### config.mk
export PLATFORM = sky130hd
export DESIGN_NAME = regfile_wb_scheduler
export DESIGN_NICKNAME = d
export VERILOG_FILES = /design/src/rtl/regfile_wb_scheduler.sv
export SDC_FILE = /design/constraint.sdc
export NUM_CORES = 1
export LEC_CHECK = 0
export ABC_AREA = 0
export BUFFER_PORTS_ARGS = -buffer_cell sky130_fd_sc_hd__buf_2
export CAP_MARGIN = 40
export CORE_ASPECT_RATIO = 0.8
export CORE_MARGIN = 2
export CORE_UTILIZATION = 36
export DETAILED_ROUTE_END_ITERATION = 8
export PLACE_DENSITY_LB_ADDON = 0.15
export REMOVE_ABC_BUFFERS = 1
export SLEW_MARGIN = 30
export SYNTH_ARGS = -nofsm -noshare
export SYNTH_HDL_FRONTEND = slang
export SYNTH_SLANG_ARGS = --single-unit
### constraint.sdc
create_clock -name clk -period 1.6 [get_ports clk]
set_input_delay 0.24 -clock clk [delete_from_list [all_inputs] [get_ports clk]]
set_output_delay 0.24 -clock clk [all_outputs]
set_load 0.02 [all_outputs]
### src/rtl/regfile_wb_scheduler.sv
// rtl/regfile_wb_scheduler.sv - round-robin writeback port sharing with busy scoreboard
module regfile_wb_scheduler #(
    parameter int DATA_W = 16,
    parameter int ADDR_W = 3,
    parameter int NREG   = 8
) (
    input  logic              clk,
    input  logic              rst_n,
    input  logic              alu_valid,
    input  logic [ADDR_W-1:0] alu_dest,
    input  logic [DATA_W-1:0] alu_data,
    output logic              alu_ready,
    input  logic              mem_valid,
    input  logic [ADDR_W-1:0] mem_dest,
    input  logic [DATA_W-1:0] mem_data,
    output logic              mem_ready,
    input  logic              issue_valid,
    input  logic [ADDR_W-1:0] issue_dest,
    input  logic [ADDR_W-1:0] issue_src1,
    input  logic [ADDR_W-1:0] issue_src2,
    output logic              issue_ready,
    output logic              rf_write_en,
    output logic [ADDR_W-1:0] rf_write_dest,
    output logic [DATA_W-1:0] rf_write_data,
    output logic [NREG-1:0]   busy,
    output logic              wb_err
);

    typedef enum logic {
        PTR_ALU = 1'b0,
        PTR_MEM = 1'b1
    } rr_t;

    rr_t               rr_ptr;
    logic              accept;
    logic              issue_fire;
    logic [ADDR_W-1:0] wb_dest;
    logic [DATA_W-1:0] wb_data;
    logic [NREG-1:0]   set_mask;
    logic [NREG-1:0]   clr_mask;
    logic [NREG-1:0]   busy_next;

    always_comb begin
        alu_ready = alu_valid && (!mem_valid || rr_ptr == PTR_ALU);
        mem_ready = mem_valid && (!alu_valid || rr_ptr == PTR_MEM);
        accept    = alu_ready || mem_ready;
        wb_dest   = alu_ready ? alu_dest : mem_dest;
        wb_data   = alu_ready ? alu_data : mem_data;
    end

    always_comb begin
        issue_ready = !busy[issue_src1] && !busy[issue_src2] && !busy[issue_dest];
        issue_fire  = issue_valid && issue_ready;
        set_mask    = issue_fire  ? (NREG'(1) << issue_dest)    : '0;
        clr_mask    = rf_write_en ? (NREG'(1) << rf_write_dest) : '0;
        // Clear is applied first so a same-edge set on the same register survives.
        busy_next   = (busy & ~clr_mask) | set_mask;
    end

    always_ff @(posedge clk) begin
        if (!rst_n) begin
            rf_write_en   <= 1'b0;
            rf_write_dest <= '0;
            rf_write_data <= '0;
            busy          <= '0;
            wb_err        <= 1'b0;
            rr_ptr        <= PTR_ALU;
        end else begin
            rf_write_en <= accept;
            wb_err      <= accept && !busy[wb_dest];
            busy        <= busy_next;
            if (accept) begin
                rf_write_dest <= wb_dest;
                rf_write_data <= wb_data;
                rr_ptr        <= alu_ready ? PTR_MEM : PTR_ALU;
            end
        end
    end

endmodule

==> flow_summary_export.csv <==
group,metric,value,unit
logic_synthesis,ys.warnings.count,0,
finish,insertedDiodeCount,0,
worst_setup_path,rrSetupSlack,-0.35,ns
sta,rsz0062_at_grt,"yes",
global_route,grt_pass1_wl,6930,microns
route,avgRoutedWirePerCell,13.8,microns
worst_setup_path,crit_type,"reg2reg",
sta,slew_violations,0,
clocking,clk_latency,0.28,ns
global_route,antenna_found_initial,0,
logic_synthesis,synth_area,1580,sq um
logic_synthesis,netlist.area_leader.share,38.1,%
worst_setup_path,required,1.79,ns
finish,area_growth,48.8,%
run,maxCapViolations,0,
floorplanning,core_area,4200,sq um
floorplanning,start_util,37.5,%
clocking,clkSinkCount,30,
placement,gp_congestion,0.941,
floorplanning,core.rowCount,21,
clocking,cts-root-buf,"clkbuf_8",
logic_synthesis,yosysTopAreaCell,"dfxtp_1",
global_route,track_usage,18.0,%
placement,dp_cells,315,
global_route,grt_pass1_vias,1431,
finish,final_nets,318,
logic_synthesis,yosysSeqAreaShare,38.1,%
logic_synthesis,synth_area_leaders,"dfxtp_1, mux2i_1, mux4_1, nand2_1, o21ai_0",
route,routed_wl,4470,microns
clocking,tritoncts,"done",
floorplanning,die_h,63.2,microns
sta,fmax,514,MHz
placement,io_buffers,83,
route,viasPerCell,4.97,
sta,setup_violations,8,
sta,period_share,122,%
worst_hold_path,hold_path_class,"in2reg",
outcome,violations,"negative setup slack",
worst_setup_path,critical_path_peak_fanout,4,
power_and_ir_drop,ir_worst_vdd,0.000535,V
sta,tightestPinTransition,0.412,ns
floorplanning,ios,84,
route,vias,1611,
sta,min_period,1.95,ns
placement,place_ws,-0.309,ns
worst_setup_path,crit_arrival,2.14,ns
logic_synthesis,synth_cell_type_count,34,
sta,fin_ws,-0.346,ns
global_route,grt_remaining_overflow,0,
finish,drive_above_1_share,50.6,%
global_route,grt_max_degree,17,
clocking,htree_num_levels,2,
finish,fillers,403,
finish,finalNonFillerCells,324,
clocking,max-clock-path-buffers,2,
placement,hpwl,3350,microns
logic_synthesis,yosys_register_bits,30,
power_and_ir_drop,power.leakage,1.12,nW
worst_setup_path,cp-start-kind,"flop",
floorplanning,dieWidth,78.0,microns
route,drt_iter0_drc,45,
route,drc,0,
worst_setup_path,endpoint_kind,"flop",
sta,fin_skew,0.00747,ns
route,ant_nets,0,
sta,hold_viol,0,
outcome,outcome,"finished, violations left",
logic_synthesis,synthCells,165,
clocking,numCtsBuffers,5,
sta,slew_headroom,72.2,%
clocking,clk_pin_slew,0.07,ns
route,dr.pass1.iters,4,
floorplanning,dieArea,4920,sq um
power_and_ir_drop,p_per_area,876,nW/um^2
logic_synthesis,synth.avg_cell_area,9.55,sq um
==> flip-flops by register name, indices dropped and copies added (netlist names) <==
name           cells
rf_write_data     16
busy               8
rf_write_dest      3
rf_write_en        1
rr_ptr             1
wb_err             1
==> synthesized netlist by cell type <==
| cell type | n |
|---|---|
| o211ai_1 | 4 |
| a22o_1 | 1 |
| or2b_2 | 1 |
| or3_4 | 1 |
| o311ai_0 | 1 |
| mux2_2 | 1 |
| o21ai_0 | 20 |
| nor2_1 | 2 |
| a21boi_0 | 1 |
| buf_6 | 1 |
| nand2_1 | 32 |
| a211oi_1 | 4 |
| mux4_1 | 5 |
| o21ai_1 | 1 |
| or4_1 | 1 |
| nor3_1 | 2 |
| inv_1 | 5 |
| nor2b_1 | 3 |
| buf_2 | 2 |
| a32o_1 | 2 |
| mux4_2 | 1 |
| a32oi_1 | 1 |
| nor3b_2 | 1 |
| o311a_1 | 1 |
| o31ai_1 | 3 |
| a21oi_1 | 3 |
| nand2b_1 | 3 |
| clkbuf_1 | 3 |
| dfxtp_1 | 30 |
| or3_1 | 2 |
| o41ai_2 | 1 |
| o22ai_1 | 2 |
| a21o_1 | 2 |
| mux2i_1 | 22 |
==> routing by layer <==
layer	part of all wire, %	wire [microns]	GRT usage, %
met5	0	0	0
met4	0.81	36	8.55
met3	6.9	310	5.16
met2	46	2040	25.2
met1	47	2080	25.3
==> repair_timing <==
| action | CTS | global route |
|---|---|---|
| pin swaps | 5 | 3 |
| buffers inserted | 1 | 0 |
| gates cloned | 0 | 0 |
| gates resized for setup | 15 | 15 |
| hold buffers | 0 | 0 |
| endpoints found under the setup margin | 8 | 9 |
==> worst paths after layout <==
| path | start | to | cells past startpoint |
|---|---|---|---|
| setup / recovery | busy[0]$_SDFF_PN0_ | busy[5]$_SDFF_PN0_ | 6 |
| hold / removal | mem_data[11] | rf_write_data[11]$_SDFFE_PN0P_ | 3 |
| setup reg to reg | busy[0]$_SDFF_PN0_ | busy[5]$_SDFF_PN0_ | 6 |
| hold reg to reg | rf_write_data[2]$_SDFFE_PN0P_ | rf_write_data[2]$_SDFFE_PN0P_ | 2 |
==> critical path: stages (launching register included) <==
cell and delay, ns:
dfxtp_2 0.35, mux4_2 0.46, mux2i_2 0.17, nand2_2 0.10
buf_6 0.14, or3_4 0.41, o31ai_1 0.23
==> area by class of cell <==
class,instances,area (sq um),share of cell area (%)
well taps,57,71.3,3.04
inverters,5,18.8,0.801
repair buffers,100,564,24.1
flip-flops and latches,30,608,25.9
clock inverters,3,40.0,1.71
clock buffers,5,68.8,2.94
multi-input cells,124,972,41.5
==> power by group <==
group / internal, W / switching [W]
combinational: 0.000211 / 0.000254
clock: 0.000458 / 0.000296
sequential: 0.000801 / 0.0000330
total: 0.00147 / 0.000583
==> placed cells by master (no fill, tap or decap), types with 2 or more instances in the layout <==
cell type / instances
a211oi_1: 3
buf_4: 13
o211ai_1: 4
inv_1: 5
mux2i_1: 20
mux4_2: 6
nor2b_1: 2
buf_6: 5
nand2_1: 31
nor2_1: 2
buf_2: 82
or3_1: 2
a32o_1: 2
mux2i_2: 2
dfxtp_1: 24
a21oi_1: 3
nand2b_1: 3
clkinv_2: 2
dfxtp_2: 6
o21ai_0: 19
clkbuf_8: 5
a21o_1: 2
o22ai_1: 2
==> logic make-up (layout without fill, tap and decap cells) <==
kind of cell | Yosys count | count (layout) | synth area share, %
compound gates | 47 | 47 | 19.7
flops | 30 | 30 | 38.1
simple gates | 48 | 48 | 14.5
buf+inv | 11 | 113 | 3.26
mux | 29 | 29 | 24.5
==> per-stage QoR <==
step	utilization, %	total power [W]	instance area, sq um	hold slack (ns)	TNS (ns)
floorplan	-	0.00108	1540	0.333	-43.50
global placement	51.4	0.00128	2160	0.430	-1.34
detailed placement	51.4	0.00128	2160	0.439	-1.54
CTS	54.3	0.00205	2280	0.230	-1.72
global route	55.7	0.00215	2340	0.236	-2.54
finish	55.7	0.00205	2340	0.232	-1.90
Note: power is estimated with default switching activity, not from simulation.
